<file path="src/rtl/mem_rssb_pkg.sv">
// rtl/mem_rssb_pkg.sv - shared types and default reset image for the RSSB data RAM
package mem_rssb_pkg;

   typedef enum logic [1:0] {
      OP_READ  = 2'b00,
      OP_WRITE = 2'b01,
      OP_RSSB  = 2'b10
   } op_e;

   typedef enum logic [1:0] {
      IDLE   = 2'b00,
      ACCESS = 2'b01,
      EXEC   = 2'b10
   } state_e;

   // word3..word0 for the default WIDTH=8, DEPTH=4 configuration
   localparam logic [31:0] MEM_INIT_DEFAULT = {8'h04, 8'h08, 8'h02, 8'h01};

endpackage

</file>
<file path="src/rtl/mem_rssb_ram_if.sv">
// rtl/mem_rssb_ram_if.sv - request/done handshake bundle for the RSSB data RAM
interface mem_rssb_ram_if #(
   parameter int WIDTH = 8
);
   import mem_rssb_pkg::*;

   logic             req;
   op_e              op;
   logic [WIDTH-1:0] address;
   logic [WIDTH-1:0] in;
   logic [WIDTH-1:0] out;
   logic             borrow;
   logic             hit;
   logic             busy;
   logic             done;

   modport master (
      output req, op, address, in,
      input  out, borrow, hit, busy, done
   );

   modport slave (
      input  req, op, address, in,
      output out, borrow, hit, busy, done
   );

endinterface

</file>
<file path="src/rtl/mem_rssb_word.sv">
// rtl/mem_rssb_word.sv - one storage word with synchronous reset to its initial value
module mem_rssb_word #(
   parameter int               WIDTH    = 8,
   parameter logic [WIDTH-1:0] INIT_VAL = '0
) (
   input  logic             clk,
   input  logic             rst,
   input  logic             we,
   input  logic [WIDTH-1:0] d,
   output logic [WIDTH-1:0] q
);

   always_ff @(posedge clk) begin
      if (rst) begin
         q <= INIT_VAL;
      end else if (we) begin
         q <= d;
      end
   end

endmodule

</file>
<file path="src/rtl/mem_rssb_ram.sv">
// rtl/mem_rssb_ram.sv - DEPTH-word data RAM with read, write and reverse-subtract-and-store
module mem_rssb_ram
   import mem_rssb_pkg::*;
#(
   parameter int                     WIDTH = 8,
   parameter int                     DEPTH = 4,
   parameter logic [DEPTH*WIDTH-1:0] INIT  = MEM_INIT_DEFAULT
) (
   input  logic           clk,
   input  logic           rst,
   mem_rssb_ram_if.slave  bus
);

   localparam int AW = $clog2(DEPTH);

   state_e           state, state_n;
   op_e              op_q;
   logic [AW-1:0]    idx_q;
   logic             win_q;
   logic [WIDTH-1:0] in_q, tmp_q;
   logic [WIDTH-1:0] out_q, out_n;
   logic             borrow_q, borrow_n;
   logic             hit_q, hit_n;
   logic             done_q, done_n;
   logic             load_in, load_tmp, we_any;
   logic [WIDTH-1:0] wdata, diff, rdata;
   logic [WIDTH-1:0] words [DEPTH];
   logic [DEPTH-1:0] we;
   logic             unused_addr;

   // only the window bit and the index bits matter; the rest alias
   assign unused_addr = ^bus.address;

   assign rdata = words[idx_q];
   assign diff  = tmp_q - in_q;

   for (genvar i = 0; i < DEPTH; i++) begin : g_word
      assign we[i] = we_any && (idx_q == AW'(i));
      mem_rssb_word #(
         .WIDTH    (WIDTH),
         .INIT_VAL (INIT[i*WIDTH +: WIDTH])
      ) u_word (
         .clk (clk),
         .rst (rst),
         .we  (we[i]),
         .d   (wdata),
         .q   (words[i])
      );
   end

   always_ff @(posedge clk) begin
      if (rst) begin
         state <= IDLE;
      end else begin
         state <= state_n;
      end
   end

   always_comb begin
      state_n  = state;
      load_in  = 1'b0;
      load_tmp = 1'b0;
      we_any   = 1'b0;
      wdata    = diff;
      out_n    = out_q;
      borrow_n = borrow_q;
      hit_n    = hit_q;
      done_n   = 1'b0;
      case (state)
         IDLE: begin
            if (bus.req) begin
               load_in = 1'b1;
               state_n = ACCESS;
            end
         end
         ACCESS: begin
            state_n = IDLE;
            done_n  = 1'b1;
            hit_n   = 1'b1;
            if (!win_q) begin
               out_n = '0;
               hit_n = 1'b0;
            end else begin
               case (op_q)
                  OP_READ:  out_n = rdata;
                  OP_WRITE: begin
                     we_any = 1'b1;
                     wdata  = in_q;
                  end
                  OP_RSSB: begin
                     // hit is only published on the completing edge
                     load_tmp = 1'b1;
                     state_n  = EXEC;
                     done_n   = 1'b0;
                     hit_n    = hit_q;
                  end
                  default: begin
                     out_n = '0;
                     hit_n = 1'b0;
                  end
               endcase
            end
         end
         EXEC: begin
            we_any   = 1'b1;
            wdata    = diff;
            out_n    = diff;
            borrow_n = (in_q > tmp_q);
            hit_n    = 1'b1;
            done_n   = 1'b1;
            state_n  = IDLE;
         end
         default: state_n = IDLE;
      endcase
   end

   always_ff @(posedge clk) begin
      if (rst) begin
         op_q     <= OP_READ;
         idx_q    <= '0;
         win_q    <= 1'b0;
         in_q     <= '0;
         tmp_q    <= '0;
         out_q    <= '0;
         borrow_q <= 1'b0;
         hit_q    <= 1'b0;
         done_q   <= 1'b0;
      end else begin
         if (load_in) begin
            op_q  <= bus.op;
            idx_q <= bus.address[AW-1:0];
            win_q <= bus.address[WIDTH-1];
            in_q  <= bus.in;
         end
         if (load_tmp) begin
            tmp_q <= rdata;
         end
         out_q    <= out_n;
         borrow_q <= borrow_n;
         hit_q    <= hit_n;
         done_q   <= done_n;
      end
   end

   assign bus.out    = out_q;
   assign bus.borrow = borrow_q;
   assign bus.hit    = hit_q;
   assign bus.done   = done_q;
   assign bus.busy   = (state != IDLE);

endmodule

</file>
<file path="src/flat_wrapper.sv">
// flat-port wrapper written by rule: the top's interface ports become plain ports
module mem_rssb_ram_flat import mem_rssb_pkg::*;
#(
   parameter int                     WIDTH = 8,
   parameter int                     DEPTH = 4,
   parameter logic [DEPTH*WIDTH-1:0] INIT  = MEM_INIT_DEFAULT
)
  (clk, rst, bus_req, bus_op, bus_address, bus_in, bus_out, bus_borrow, bus_hit, bus_busy, bus_done);
  mem_rssb_ram_if #(.WIDTH(WIDTH)) bus_i ();
  input  logic clk;
  input  logic rst;
  input wire logic [$bits(bus_i.req)-1:0] bus_req;
  input wire logic [$bits(bus_i.op)-1:0] bus_op;
  input wire logic [$bits(bus_i.address)-1:0] bus_address;
  input wire logic [$bits(bus_i.in)-1:0] bus_in;
  output wire logic [$bits(bus_i.out)-1:0] bus_out;
  output wire logic [$bits(bus_i.borrow)-1:0] bus_borrow;
  output wire logic [$bits(bus_i.hit)-1:0] bus_hit;
  output wire logic [$bits(bus_i.busy)-1:0] bus_busy;
  output wire logic [$bits(bus_i.done)-1:0] bus_done;
  assign bus_i.req = bus_req;
  assign bus_i.op = bus_op;
  assign bus_i.address = bus_address;
  assign bus_i.in = bus_in;
  assign bus_out = bus_i.out;
  assign bus_borrow = bus_i.borrow;
  assign bus_hit = bus_i.hit;
  assign bus_busy = bus_i.busy;
  assign bus_done = bus_i.done;
  mem_rssb_ram #(.WIDTH(WIDTH), .DEPTH(DEPTH), .INIT(INIT)) u_core (.clk(clk), .rst(rst), .bus(bus_i));
endmodule
</file>
<file path="config.mk">
export PLATFORM = sky130hd
export DESIGN_NAME = mem_rssb_ram_flat
export DESIGN_NICKNAME = d
export VERILOG_FILES = /design/src/rtl/mem_rssb_pkg.sv /design/src/rtl/mem_rssb_ram_if.sv /design/src/rtl/mem_rssb_word.sv /design/src/rtl/mem_rssb_ram.sv /design/src/flat_wrapper.sv
export SDC_FILE = /design/constraint.sdc
export NUM_CORES = 1
export LEC_CHECK = 0
export ABC_AREA = 0
export BUFFER_PORTS_ARGS = -buffer_cell sky130_fd_sc_hd__clkbuf_2
export CAP_MARGIN = 20
export CORE_MARGIN = 4
export CORE_UTILIZATION = 45
export CTS_CLUSTER_DIAMETER = 40
export DETAILED_ROUTE_END_ITERATION = 10
export SLEW_MARGIN = 10
export SYNTH_ARGS = -nofsm -noshare
export SYNTH_HDL_FRONTEND = slang
export SYNTH_SLANG_ARGS = --single-unit
</file>
<file path="constraint.sdc">
create_clock -name clk -period 2.11 [get_ports clk]
set_input_delay 0.211 -clock clk [delete_from_list [all_inputs] [get_ports clk]]
set_output_delay 0.211 -clock clk [all_outputs]
set_load 0.01 [all_outputs]
</file>
==> reports/metrics.cfg <==
[outcome]
status=finished, final reports clean

[worst_setup_path]
cp-startpoint=u_core.tmp_q[0]$_SDFFE_PP0P_
worst-r2r-cell-count=10
endpoint=u_core.g_word[1].u_word.q[4]$_SDFFE_PP0P_
worstSetupPathType=reg -> reg
critical_path.reg2reg.endpoint=u_core.g_word[1].u_word.q[4]$_SDFFE_PP0P_
setup.worst_path.end_class=flop
worstPathArrival_ps=2260
r2r-start=u_core.tmp_q[0]$_SDFFE_PP0P_
r2r_slack_ps=100
startpoint_type=flop
worstPathMaxFanout=4
data_required_time_of_the_worst_path_ps=2360

[placed_design]
dpl.cell_count=495
postPlaceCellArea_sq_um=3620
gpl.final_weighted_congestion=0.875
port-buffer-count=27
place_hpwl_microns=5520

[pwr]
p_comb_frac=0.142
power-per-cell-area_nw_per_um2=743
internal_power_mw=2.15
peakVddDrop_uv=477
clock_power_share=0.410
net-switching-power_mw=0.751
design_power_total_mw=2.90
sw_frac_of_total=0.259
p_leak_nw=1.47
p_seq_frac=0.448

[sta]
max_slew_violation_total_from_the_final_report=0
max_freq_mhz=496
final.setup_skew_ps=11.7
hold_viol=0
tightest_slew_ps=735
post-route-period-util=0.955
period_minus_slack_ps=2010
finalSetupViolCount=0
hold_ws_ps=77.9
max-slew-margin-rel=0.510

[global_route]
overflow=0
largest_net_degree_at_the_start_of_global_routing=33
gr-usage-all-layers=0.186
first_global_vias=2636
grt_first_pass_wirelength_microns=12800
antenna_found_initial=0

[routing]
route.detailed.drc=0
detail-route-antenna-nets=0
drt_iter0_markers=117
via_per_inst=5.34
drtPass1Iterations=4
detail_route.wl_per_cell_microns=14.9
via_count=2736
drt-total-wl_microns=7620

[logic_synthesis]
synth_seq_cells=66
synth.largest_area_cell=dfxtp_1
syn-num-nets=412
synth-warning-count=0
ys_seq_area_frac=0.397
netlist_instances=376
cell_area_synth_sq_um=3330
synthMostInstantiatedCell=dfxtp_1
synthArstFlopShare=0
synth.area.top_cells=dfxtp_1 40%, nor2_1 6.4%, nand2_1 5.7%
yosys.area.top_type_share=0.397
ys_top_cells_by_count=66 x dfxtp_1, 57 x nor2_1, 51 x nand2_1
yosysUniqueCellTypes=52
postSynthAreaPerCell_sq_um=8.86
synth_top_flop_cell=dfxtp_1
synth-edff-count=0

[clocking]
cts.path.max_buffers=2
clock_sinks=66
insertion_delay_ps=350
cts_max_level=3
cts_made_buffers=9
cts_hold_buf=0
worst_path_clk_slew_ps=70
clockRootBuffer=clkbuf_8
tritoncts_clock_tree=built

[final_layout]
insertedDiodeCount=0
drive_gt1_frac=0.225
post-route-util=0.540
fin_area_sq_um=3900
layoutNonFillerInstCount=512
layout-area-overhead-vs-synth_pct=17.0
finish.net_count=444

[die]
fp-row-count=31
io_pins=33
design.core.area_sq_um=7210
die_width_microns=94.1
initial_core_util=0.462
dieHeight_microns=94.1
design.die.area_sq_um=8850

[worst_hold_path]
worstHoldPathType=in -> reg

[run]
number_of_maximum_capacitance_constraint_violations=0

[flip-flops by register name, indices dropped and copies added, names as in the netlist]
signal                  cells
u_core.bus.hit              1
u_core.bus.out              8
u_core.win_q                1
u_core.bus.done             1
u_core.g_word.u_word.q     32
u_core.in_q                 8
u_core.bus.borrow           1
u_core.op_q                 2
u_core.tmp_q                8
u_core.state                2
u_core.idx_q                2
[per-stage QoR]
stage / worst slack [ps] / setup TNS [ps]
after floorplan: 168 / 0
after global placement: -49.4 / -194
after detailed placement: -67.9 / -340
after CTS: 10.6 / 0
after global routing: -7.74 / -14.8
final: 95.3 / 0
[power by group through the flow]
stage          registers, mW  clock network, mW  logic, mW
6_report                1.30               1.19      0.412
5_1_grt                 1.30               1.26      0.461
4_1_cts                 1.30               1.20      0.404
3_5_place_dp            1.33                  0      0.398
3_3_place_gp            1.33                  0      0.395
2_1_floorplan           1.33                  0      0.273
[per-layer routing]
layer  GRT usage  vias up  routed length (microns)
li1            -     1395                        -
met2       0.298       38                     3590
met5           0        -                        0
met1       0.239     1292                     3620
met4      0.0734        0                      103
met3      0.0489       11                      306
[how the worst min path moves through the flow]
stage                              start                            to  slack [ps]  cells after the start
final                     bus_address[1]  u_core.idx_q[1]$_SDFFE_PP0P_          80                      3
after global routing      bus_address[1]  u_core.idx_q[1]$_SDFFE_PP0P_          70                      3
after CTS                 bus_address[1]  u_core.idx_q[1]$_SDFFE_PP0P_          70                      3
after detailed placement  bus_address[1]  u_core.idx_q[1]$_SDFFE_PP0P_         440                      3
after global placement    bus_address[7]     u_core.win_q$_SDFFE_PP0P_         440                      3
after floorplan                bus_in[1]   u_core.in_q[1]$_SDFFE_PP0P_         350                      2
[critical path, stage by stage (launching register included)]
cell and delay [ps]:
dfxtp_1 310, inv_1 50, ha_1 150, inv_1 50
fa_2 370, a21o_1 200, a21oi_2 170, xnor2_2 150
a21oi_1 100, buf_4 160, a211oi_1 220
[layout by cell type, fill, tap and decap left out, types with 3 or more instances in the layout]
cell type / n
buf_4: 15
nand2_1: 51
ha_1: 14
dfxtp_1: 66
nor3_1: 10
mux2i_1: 3
a21oi_1: 35
a21o_1: 3
nand4b_1: 3
a221oi_1: 5
buf_12: 4
a211o_1: 3
clkbuf_8: 10
nor2_1: 57
a211oi_2: 7
clkbuf_2: 27
inv_1: 17
nand3_1: 5
mux4_2: 8
o21ai_0: 4
a211oi_1: 20
[layout make-up]
type                            count  area [sq um]
Clock buffer                       11           141
Timing Repair Buffer               46           328
Clock inverter                      5          77.6
Tap cell                           99           124
Sequential cell                    66          1320
Inverter                           17          63.8
Fill cell                         705          3320
Multi-Input combinational cell    268          1840
[logic make-up (layout without fill, tap and decap cells)]
logic type / after synthesis / count (layout) / share of synthesized area
compound gates: 95 / 95 / 0.209
simple gates: 144 / 144 / 0.202
xor+xnor: 3 / 3 / 0.00789
buf+inv: 42 / 79 / 0.0623
fa+ha+maj: 15 / 15 / 0.0586
mux: 11 / 11 / 0.0631
flops: 66 / 66 / 0.397
[timing repair]
item                                    in CTS  in global routing
endpoints found under the setup margin       8                 18
setup buffers                                0                  1
resized for setup                            2                  6
pin swaps                                    0                  8
No activity file was read; power rests on OpenSTA's default activity.
